**src/rtl/gfx_wb_pixel_fifo.sv**
```systemverilog
// Wishbone classic slave that buffers host-written pixel words in a FIFO and
// drains them through a paced valid/ready stream feeding the output stage.
module gfx_wb_pixel_fifo #(
   parameter int          DATA_W   = 16,
   parameter int          DEPTH    = 8,
   parameter logic [31:0] BASE_ADR = 32'h0000_0100
) (
   input  logic              wb_clk_i,
   input  logic              wb_rst_i,
   input  logic              wbs_stb_i,
   input  logic              wbs_cyc_i,
   input  logic              wbs_we_i,
   input  logic [3:0]        wbs_sel_i,
   input  logic [31:0]       wbs_adr_i,
   input  logic [31:0]       wbs_dat_i,
   output logic              wbs_ack_o,
   output logic [31:0]       wbs_dat_o,
   output logic              pix_valid,
   output logic [DATA_W-1:0] pix_data,
   input  logic              pix_ready
);

   localparam int          PW         = $clog2(DEPTH);
   localparam int          LW         = PW + 1;
   localparam logic [LW-1:0] FULL_LVL = LW'(DEPTH);
   localparam logic [31:0] STATUS_ADR = BASE_ADR + 32'd4;
   localparam logic [31:0] PACE_ADR   = BASE_ADR + 32'd8;

   logic [DATA_W-1:0] mem_q [DEPTH];
   logic [PW-1:0]     wrPtr_q, wrPtr_d;
   logic [PW-1:0]     rdPtr_q, rdPtr_d;
   logic [LW-1:0]     level_q, level_d;
   logic              ovf_q, ovf_d;
   logic              ack_q, ack_d;
   logic [31:0]       dat_q, dat_d;
   logic [15:0]       pace_q, pace_d;
   logic [15:0]       paceCnt_q, paceCnt_d;
   logic              pixValid_q, pixValid_d;
   logic [DATA_W-1:0] pixData_q, pixData_d;

   logic        isData, isStatus, isPace, hit, access, wrEn;
   logic        empty, full, push, pop, pushAccept, pushDrop, ovfClr, paceWr;
   logic [31:0] rdData;
   logic        unusedBits;

   assign isData   = (wbs_adr_i == BASE_ADR);
   assign isStatus = (wbs_adr_i == STATUS_ADR);
   assign isPace   = (wbs_adr_i == PACE_ADR);
   assign hit      = wbs_stb_i && wbs_cyc_i && (isData || isStatus || isPace);
   // A hit is only serviced while ack is low, so a held strobe acks every other cycle.
   assign access   = hit && !ack_q;
   assign wrEn     = access && wbs_we_i && (wbs_sel_i != 4'b0000);

   assign empty      = (level_q == '0);
   assign full       = (level_q == FULL_LVL);
   assign pop        = !empty && (paceCnt_q == 16'd0) && (!pixValid_q || pix_ready);
   assign push       = wrEn && isData;
   assign pushDrop   = push && full && !pop;
   assign pushAccept = push && !pushDrop;
   assign ovfClr     = wrEn && isStatus && wbs_dat_i[18];
   assign paceWr     = wrEn && isPace;

   assign unusedBits = ^wbs_dat_i;

   always_comb begin
      rdData = '0;
      if (isStatus) begin
         rdData[LW-1:0] = level_q;
         rdData[16]     = empty;
         rdData[17]     = full;
         rdData[18]     = ovf_q;
      end else if (isPace) begin
         rdData[15:0] = pace_q;
      end
   end

   always_comb begin
      wrPtr_d    = wrPtr_q;
      rdPtr_d    = rdPtr_q;
      ovf_d      = ovf_q;
      pace_d     = pace_q;
      paceCnt_d  = paceCnt_q;
      pixValid_d = pixValid_q;
      pixData_d  = pixData_q;
      ack_d      = access;
      dat_d      = '0;
      if (access && !wbs_we_i) dat_d = rdData;
      if (pushAccept) wrPtr_d = wrPtr_q + PW'(1);
      if (pop) rdPtr_d = rdPtr_q + PW'(1);
      level_d = level_q + LW'(pushAccept) - LW'(pop);
      if (ovfClr) ovf_d = 1'b0;
      if (pushDrop) ovf_d = 1'b1;
      if (paceWr) pace_d = wbs_dat_i[15:0];
      // Loading the output register restarts the pace count from the PACE value in force now.
      if (pop) begin
         pixValid_d = 1'b1;
         pixData_d  = mem_q[rdPtr_q];
         paceCnt_d  = pace_q;
      end else begin
         if (pixValid_q && pix_ready) pixValid_d = 1'b0;
         if (paceCnt_q != 16'd0) paceCnt_d = paceCnt_q - 16'd1;
      end
   end

   always_ff @(posedge wb_clk_i or posedge wb_rst_i) begin
      if (wb_rst_i) begin
         wrPtr_q    <= '0;
         rdPtr_q    <= '0;
         level_q    <= '0;
         ovf_q      <= 1'b0;
         ack_q      <= 1'b0;
         dat_q      <= '0;
         pace_q     <= '0;
         paceCnt_q  <= '0;
         pixValid_q <= 1'b0;
         pixData_q  <= '0;
      end else begin
         wrPtr_q    <= wrPtr_d;
         rdPtr_q    <= rdPtr_d;
         level_q    <= level_d;
         ovf_q      <= ovf_d;
         ack_q      <= ack_d;
         dat_q      <= dat_d;
         pace_q     <= pace_d;
         paceCnt_q  <= paceCnt_d;
         pixValid_q <= pixValid_d;
         pixData_q  <= pixData_d;
      end
   end

   // Storage needs no reset; the pointers and level define what is valid.
   always_ff @(posedge wb_clk_i) begin
      if (pushAccept) mem_q[wrPtr_q] <= wbs_dat_i[DATA_W-1:0];
   end

   assign wbs_ack_o = ack_q;
   assign wbs_dat_o = dat_q;
   assign pix_valid = pixValid_q;
   assign pix_data  = pixData_q;

endmodule
```
**config.mk**
```make
export PLATFORM = sky130hd
export DESIGN_NAME = gfx_wb_pixel_fifo
export DESIGN_NICKNAME = d
export VERILOG_FILES = /design/src/rtl/gfx_wb_pixel_fifo.sv
export SDC_FILE = /design/constraint.sdc
export NUM_CORES = 1
export LEC_CHECK = 0
export BUFFER_PORTS_ARGS = -buffer_cell sky130_fd_sc_hd__buf_4
export CORE_MARGIN = 3
export CORE_UTILIZATION = 50
export CTS_CLUSTER_SIZE = 12
export DETAILED_ROUTE_END_ITERATION = 8
export GPL_ROUTABILITY_DRIVEN = 0
export HOLD_SLACK_MARGIN = 0.02
export PLACE_DENSITY = 0.73
export SLEW_MARGIN = 20
export SYNTH_ARGS = -nofsm -noshare
export SYNTH_HDL_FRONTEND = slang
export SYNTH_SLANG_ARGS = --single-unit
```
**constraint.sdc**
```tcl
create_clock -name wb_clk_i -period 4.5 [get_ports wb_clk_i]
set_input_delay 0.45 -clock wb_clk_i [delete_from_list [all_inputs] [get_ports wb_clk_i]]
set_output_delay 0.45 -clock wb_clk_i [all_outputs]
set_load 0.03 [all_outputs]
```
Yosys cells after proc, flatten, opt, wreduce, memory -nomap -nowiden

Memory sizes are Yosys's and may differ from the RTL's. A register that Yosys moved wholly into a read port is not among the register bits.
Cells that the tools add are included.

Input bits: 74
Memory bits (writable): 128
Register bits after elaboration: 77
Word-level logic and storage cells: 64
Memories: 1
Output and inout bits: 50

Equality and inequality tests: 4
$add $sub $neg: 5
Muxes and demuxes: 13
Reductions and logical operators: 32

Memories:

| memory | depth | width | rd ports | clocked after memory_dff | write ports | line | text |
|---|---|---|---|---|---|---|---|
| mem_q  | 8     | 16    | 1        | 1                        | 1           | 29   | `logic [DATA_W-1:0] mem_q [DEPTH];` |

Operators with widths:

| cell                    | count |
|---|---|
| $eq A32 B9 Y1 const B   | 3 |
| $mux W16                | 3 |
| $mux W19                | 1 |
| $logic_and A1 B1 Y1     | 16 |
| $logic_not A16 Y1       | 1 |
| $reduce_bool A16 Y1     | 1 |
| $sub A16 B1 Y16 const B | 1 |
| $mux W12                | 1 |
| $add A3 B1 Y3 const B   | 2 |
| $logic_not A1 Y1        | 6 |
| $mux W1                 | 6 |
| $reduce_bool A2 Y1      | 3 |
| $add A4 B1 Y4           | 1 |
| $eq A4 B4 Y1 const B    | 1 |
| $logic_not A4 Y1        | 1 |
| $mux W4                 | 1 |
| $reduce_bool A4 Y1      | 1 |
| $sub A4 B1 Y4           | 1 |
| $logic_or A1 B1 Y1      | 3 |
| $mux W3                 | 1 |

Depth between registers and ports, before layout

Depth in word-level cells: 14
Depth in mapped cells: 11
Mapped depth without buffers: 11

Least setup slack after synthesis

OpenSTA, ideal clock, no wires.

Path type: input to register
From: input port wbs_sel_i[1]
To: memory mem_q[1][0] (enable)
Buffers on the path: 0
Setup time: 0.409 ns
Arrival: 2.953 ns
Path slack: 1.138 ns
Required time: 4.091 ns
Stages: 5
Path through: nor4_1 -> or4b_2 -> nor4_1 -> nand3_1 -> nor3_1

Word-level cells in the longest chain between the ends: 9

RTL lines:

| item                             | line | text |
|---|---|---|
| from (decl)                      | 13   | `input logic [3:0] wbs_sel_i,` |
| $reduce_bool A4 Y1 *             | 52   | `assign wrEn = access && wbs_we_i && (wbs_sel_i != 4'b0000);` |
| $logic_and A1 B1 Y1 *            | 52   |  |
| $logic_and A1 B1 Y1 *            | 57   | `assign push = wrEn && isData;` |
| $logic_and A1 B1 Y1 (2 in a row) | 58   | `assign pushDrop = push && full && !pop;` |
| $logic_not A1 Y1                 | 59   | `assign pushAccept = push && !pushDrop;` |
| $logic_and A1 B1 Y1 *            | 59   |  |
| $mux W1 *                        | 133  | `if (pushAccept) mem_q[wrPtr_q] <= wbs_dat_i[DATA_W-1:0];` |
| $mux W1 (implied by the code) *  | 133  |  |
| to (decl)                        | 29   |  |

Mark *: on every way between the ends. The rest lies on a longest branch, timed or not.

Final worst setup path

From: register paceCnt_q[3]
To: register level_q[1]

Word-level cells in the longest chain between the ends: 9

RTL lines:

| item                               | line | text |
|---|---|---|
| from (decl)                        | 37   | `logic [15:0] paceCnt_q, paceCnt_d;` |
| from (signal assigned)             | 125  | `paceCnt_q <= paceCnt_d;` |
| $logic_not A16 Y1 *                | 56   | `assign pop = !empty && (paceCnt_q == 16'd0) && (!pixValid_q \|\| pix_ready);` |
| $logic_and A1 B1 Y1 * (2 in a row) | 56   |  |
| $logic_not A1 Y1                   | 58   |  |
| $logic_and A1 B1 Y1                | 58   |  |
| $logic_not A1 Y1                   | 59   |  |
| $logic_and A1 B1 Y1                | 59   |  |
| $add A4 B1 Y4                      | 90   | `level_d = level_q + LW'(pushAccept) - LW'(pop);` |
| $sub A4 B1 Y4 *                    | 90   |  |
| net level_d[1]                     | 32   | `logic [LW-1:0] level_q, level_d;` |
| to (signal assigned)               | 120  | `level_q <= level_d;` |
| to (decl)                          | 32   |  |

Mark *: on every way through the listed nets, which the timed path passes. The rest lies on a longest branch.
A chain may end at the register's enable or synchronous reset.

==> summary.txt <==
Run status
  – Status: complete, no violations

STA
  – Setup TNS: 0 ns
  – Clk_skew: about 0.023 ns
  – Pins over their slew limit: 0
  – Slew HR: 35.2%
  – Max Fclk: 320 MHz
  – RSZ-0062 raised after global routing: false
  – Fin crit share: 69.3%
  – Worst slew pin tran: 0.971 ns
  – Final Hold Vio Count: 0
  – # setup viols final: 0
  – Minimum clock period: ~3.1 ns
  – Worst Hold Slack: about 0.15 ns

Placement
  – HPWL after detailed placement: 11.3 mm
  – Placed cell count: 830
  – Port-buffer cells: 95

Cells and area
  – Antenna cells: 0
  – Final cell count without fillers: 870
  – Nets@finish: 721
  – Area grow syn2layout: 19.1%
  – Layout cells sized above 1: 28.6%
  – # fillers: 1148
  – Post-Route Utilization: 62.2%

Drt
  – WL final: 17.6 mm
  – Iteration-0 DRC Markers: between 300 and 400
  – Vias: 4805
  – Routed len/inst: 20.2 um
  – Vias per cell: 5.52
  – Final ANT Viol Nets: 0
  – Drt drc: 0
  – 1st-pass router iterations: 4

Die
  – Die width: 136 um
  – Die area: 0.0185 mm2
  – Starting density of the core: 52.2%
  – Number of core rows: 46
  – Core ar.: 0.0162 mm2
  – Die Y: 136 um
  – Ports: roughly 120

Logic synthesis
  – Post-synthesis cell area: 0.00844 mm2
  – Yosys reg bits: around 210
  – Number of enable flip-flop cells after synthesis: 128
  – Post-synthesis sequential area ratio: 69.2%
  – Yosys warns: 0
  – Synth async-reset ratio: 38.5%
  – Synth cell types: 46
  – Mapped Cells: 529
  – Main flop type after synthesis: edfxtp_1
  – Syn avg cell area: 16.0 um2

CTS
  – Worst-path clk slew: about 0.060 ns
  – Clk Tree Root Cell: clkbuf_16
  – CTS Buffer Depth: 3
  – CTS sink count: approximately 210
  – Post_cts resized: 0
  – CTS H-tree lvls: 1
  – Hold_buf cts: 0
  – Setup Buffers After CTS: 0
  – Worst-Skew Late Latency: 0.51 ns
  – CTS tree: yes
  – CTS buffer count: 22

Worst setup path
  – Crit path kind: register to register
  – Worst Path Max Fanout: 6
  – Largest stage delay on the critical path: 0.63 ns
  – Critical Path Slowest Stage Cell: nor4_1
  – Reg2reg path depth: 7
  – Worst r2r src: paceCnt_q[3]
  – Critical Path RT: about 4.9 ns
  – Startpoint Class: register
  – WP data arrival: approximately 3.5 ns
  – Critical path, cell by cell: nor4_1, nand4_1, o211ai_1, nand2_1, o21ai_0, ha_1, fa_1
  – Reg2reg setup slack: 1.38 ns
  – Critical path's top delay family: simple AND/OR/NAND/NOR gates
  – Critical path endpoint category: register
  – CP Buf/Inv Count: 0
  – Crit Reg-Reg Endpoint: level_q[1]

GRT
  – Initial antenna violation count: 0
  – First-pass GRT wire length: roughly 28 mm
  – Vias in the first global route: between 5000 and 6000
  – Largest net degree at the start of global routing: 54
  – Total GRT Usage: 19.7%
  – Overflow left after global routing: 0

Hold path
  – Worst hold-check path type: input pin to async pin

Pwr
  – Total Power: 3.80 mW
  – PwrDens: 378 mW/mm2
  – VDD IR max: 295 uV
  – Leak Pwr: 3.82 nW

Job
  – Max-cap check violation count: 0
[how the worst max path moves through the flow]
stage | cells past startpoint | start | endpoint
after floorplan | 5 | wbs_sel_i[1] | mem_q[1][0]
after detailed placement | 9 | wbs_adr_i[17] | level_q[2]
final | 7 | paceCnt_q[3] | level_q[1]
after global placement | 8 | wbs_adr_i[3] | level_q[2]
after CTS | 7 | paceCnt_q[3] | level_q[1]
after global routing | 7 | paceCnt_q[3] | level_q[1]
[cell usage after synthesis, types with 5 or more instances]
| cell type | count | area (um2) |
|---|---|---|
| a21oi_1 | 10 | 50.1 |
| and2_1 | 12 | 75.1 |
| buf_4 | 13 | 97.6 |
| clkbuf_1 | 12 | 45.0 |
| dfrtp_1 | 80 | 2000 |
| edfxtp_1 | 128 | 3840 |
| ha_1 | 8 | 100 |
| inv_1 | 7 | 26.3 |
| mux2_1 | 11 | 124 |
| mux2_2 | 7 | 78.8 |
| mux2i_1 | 19 | 190 |
| mux4_2 | 32 | 721 |
| nand2_1 | 45 | 169 |
| nand2b_1 | 8 | 50.1 |
| nand3_1 | 5 | 25.0 |
| nor2_1 | 21 | 78.8 |
| nor3_1 | 13 | 65.1 |
| nor4_1 | 13 | 81.3 |
| o21ai_0 | 20 | 100 |
| or4_1 | 8 | 60.1 |
| xnor2_1 | 8 | 70.1 |
[worst reg2reg max path: stages, from the launching register on]
cell and delay [ns]:
dfrtp_1 0.43, nor4_1 0.63, nand4_1 0.34, o211ai_1 0.53, nand2_1 0.20, o21ai_0 0.24, ha_1 0.21, fa_1 0.42
[where the power goes]
part,internal (mW),switching (mW)
sequential,2.03,0.000000000355
clock,0.981,0.691
combinational,0.0364,0.0583
[stage by stage]
step           setup slack (ns)  area, um2
2_1_floorplan              1.14       8490
3_3_place_gp               1.41       9380
3_5_place_dp               1.29       9380
4_1_cts                    1.40      10100
5_1_grt                    1.18      10100
6_report                   1.38      10100
[final cells by class]
type,instances,area (um2),area share (%)
clock buffer,36,644,6.41
tap,216,270,2.69
timing repair buffer,106,796,7.91
inverter,7,27.5,0.274
multi-input combinational,293,2440,24.2
clock inverter,4,31.3,0.311
sequential,208,5850,58.2
[logic make-up after synthesis]
group | count (synthesis) | synth area share, %
flops | 208 | 69.2
xor+xnor | 12 | 1.24
fa+ha+maj | 9 | 1.42
compound gates | 41 | 2.76
other cells | 1 | 0.0444
mux | 69 | 13.2
buf+inv | 40 | 2.52
simple gates | 149 | 9.57
[layout by cell type, fill, tap and decap left out, types with 3 or more instances in the layout]
cell type and instances:
a211oi_1 4, a21oi_1 10, a22oi_1 4, and2_1 12, buf_4 106, clkbuf_1 11
clkbuf_16 23, clkinv_2 4, conb_1 13, dfrtp_1 77, dfrtp_2 3, edfxtp_1 128
ha_1 8, inv_1 6, mux2_1 11, mux2_2 7, mux2i_1 19, mux4_2 32
nand2_1 45, nand2b_1 8, nand3_1 5, nand4_1 4, nor2_1 21, nor3_1 11
nor4_1 13, nor4b_1 4, o21ai_0 20, or3_1 4, or4_1 8, xnor2_1 8
xor2_1 4
[flip-flops by register name, indices dropped and copies added, names as in the netlist]
name	count
wrPtr_q	3
pix_valid	1
paceCnt_q	16
rdPtr_q	3
mem_q	128
pace_q	16
ovf_q	1
wbs_dat_o	19
pix_data	16
wbs_ack_o	1
level_q	4
[routing by layer]
| metal | GRT usage [%] | up-vias | routed length, um |
|---|---|---|---|
| met5 | 0 | - | 0 |
| met4 | 4.54 | 0 | 341 |
| met3 | 3.26 | 34 | 922 |
| met2 | 34.2 | 138 | 9020 |
| met1 | 26.4 | 2438 | 7320 |
| li1 | - | 2195 | - |
Note: power is estimated with default switching activity, not from simulation.
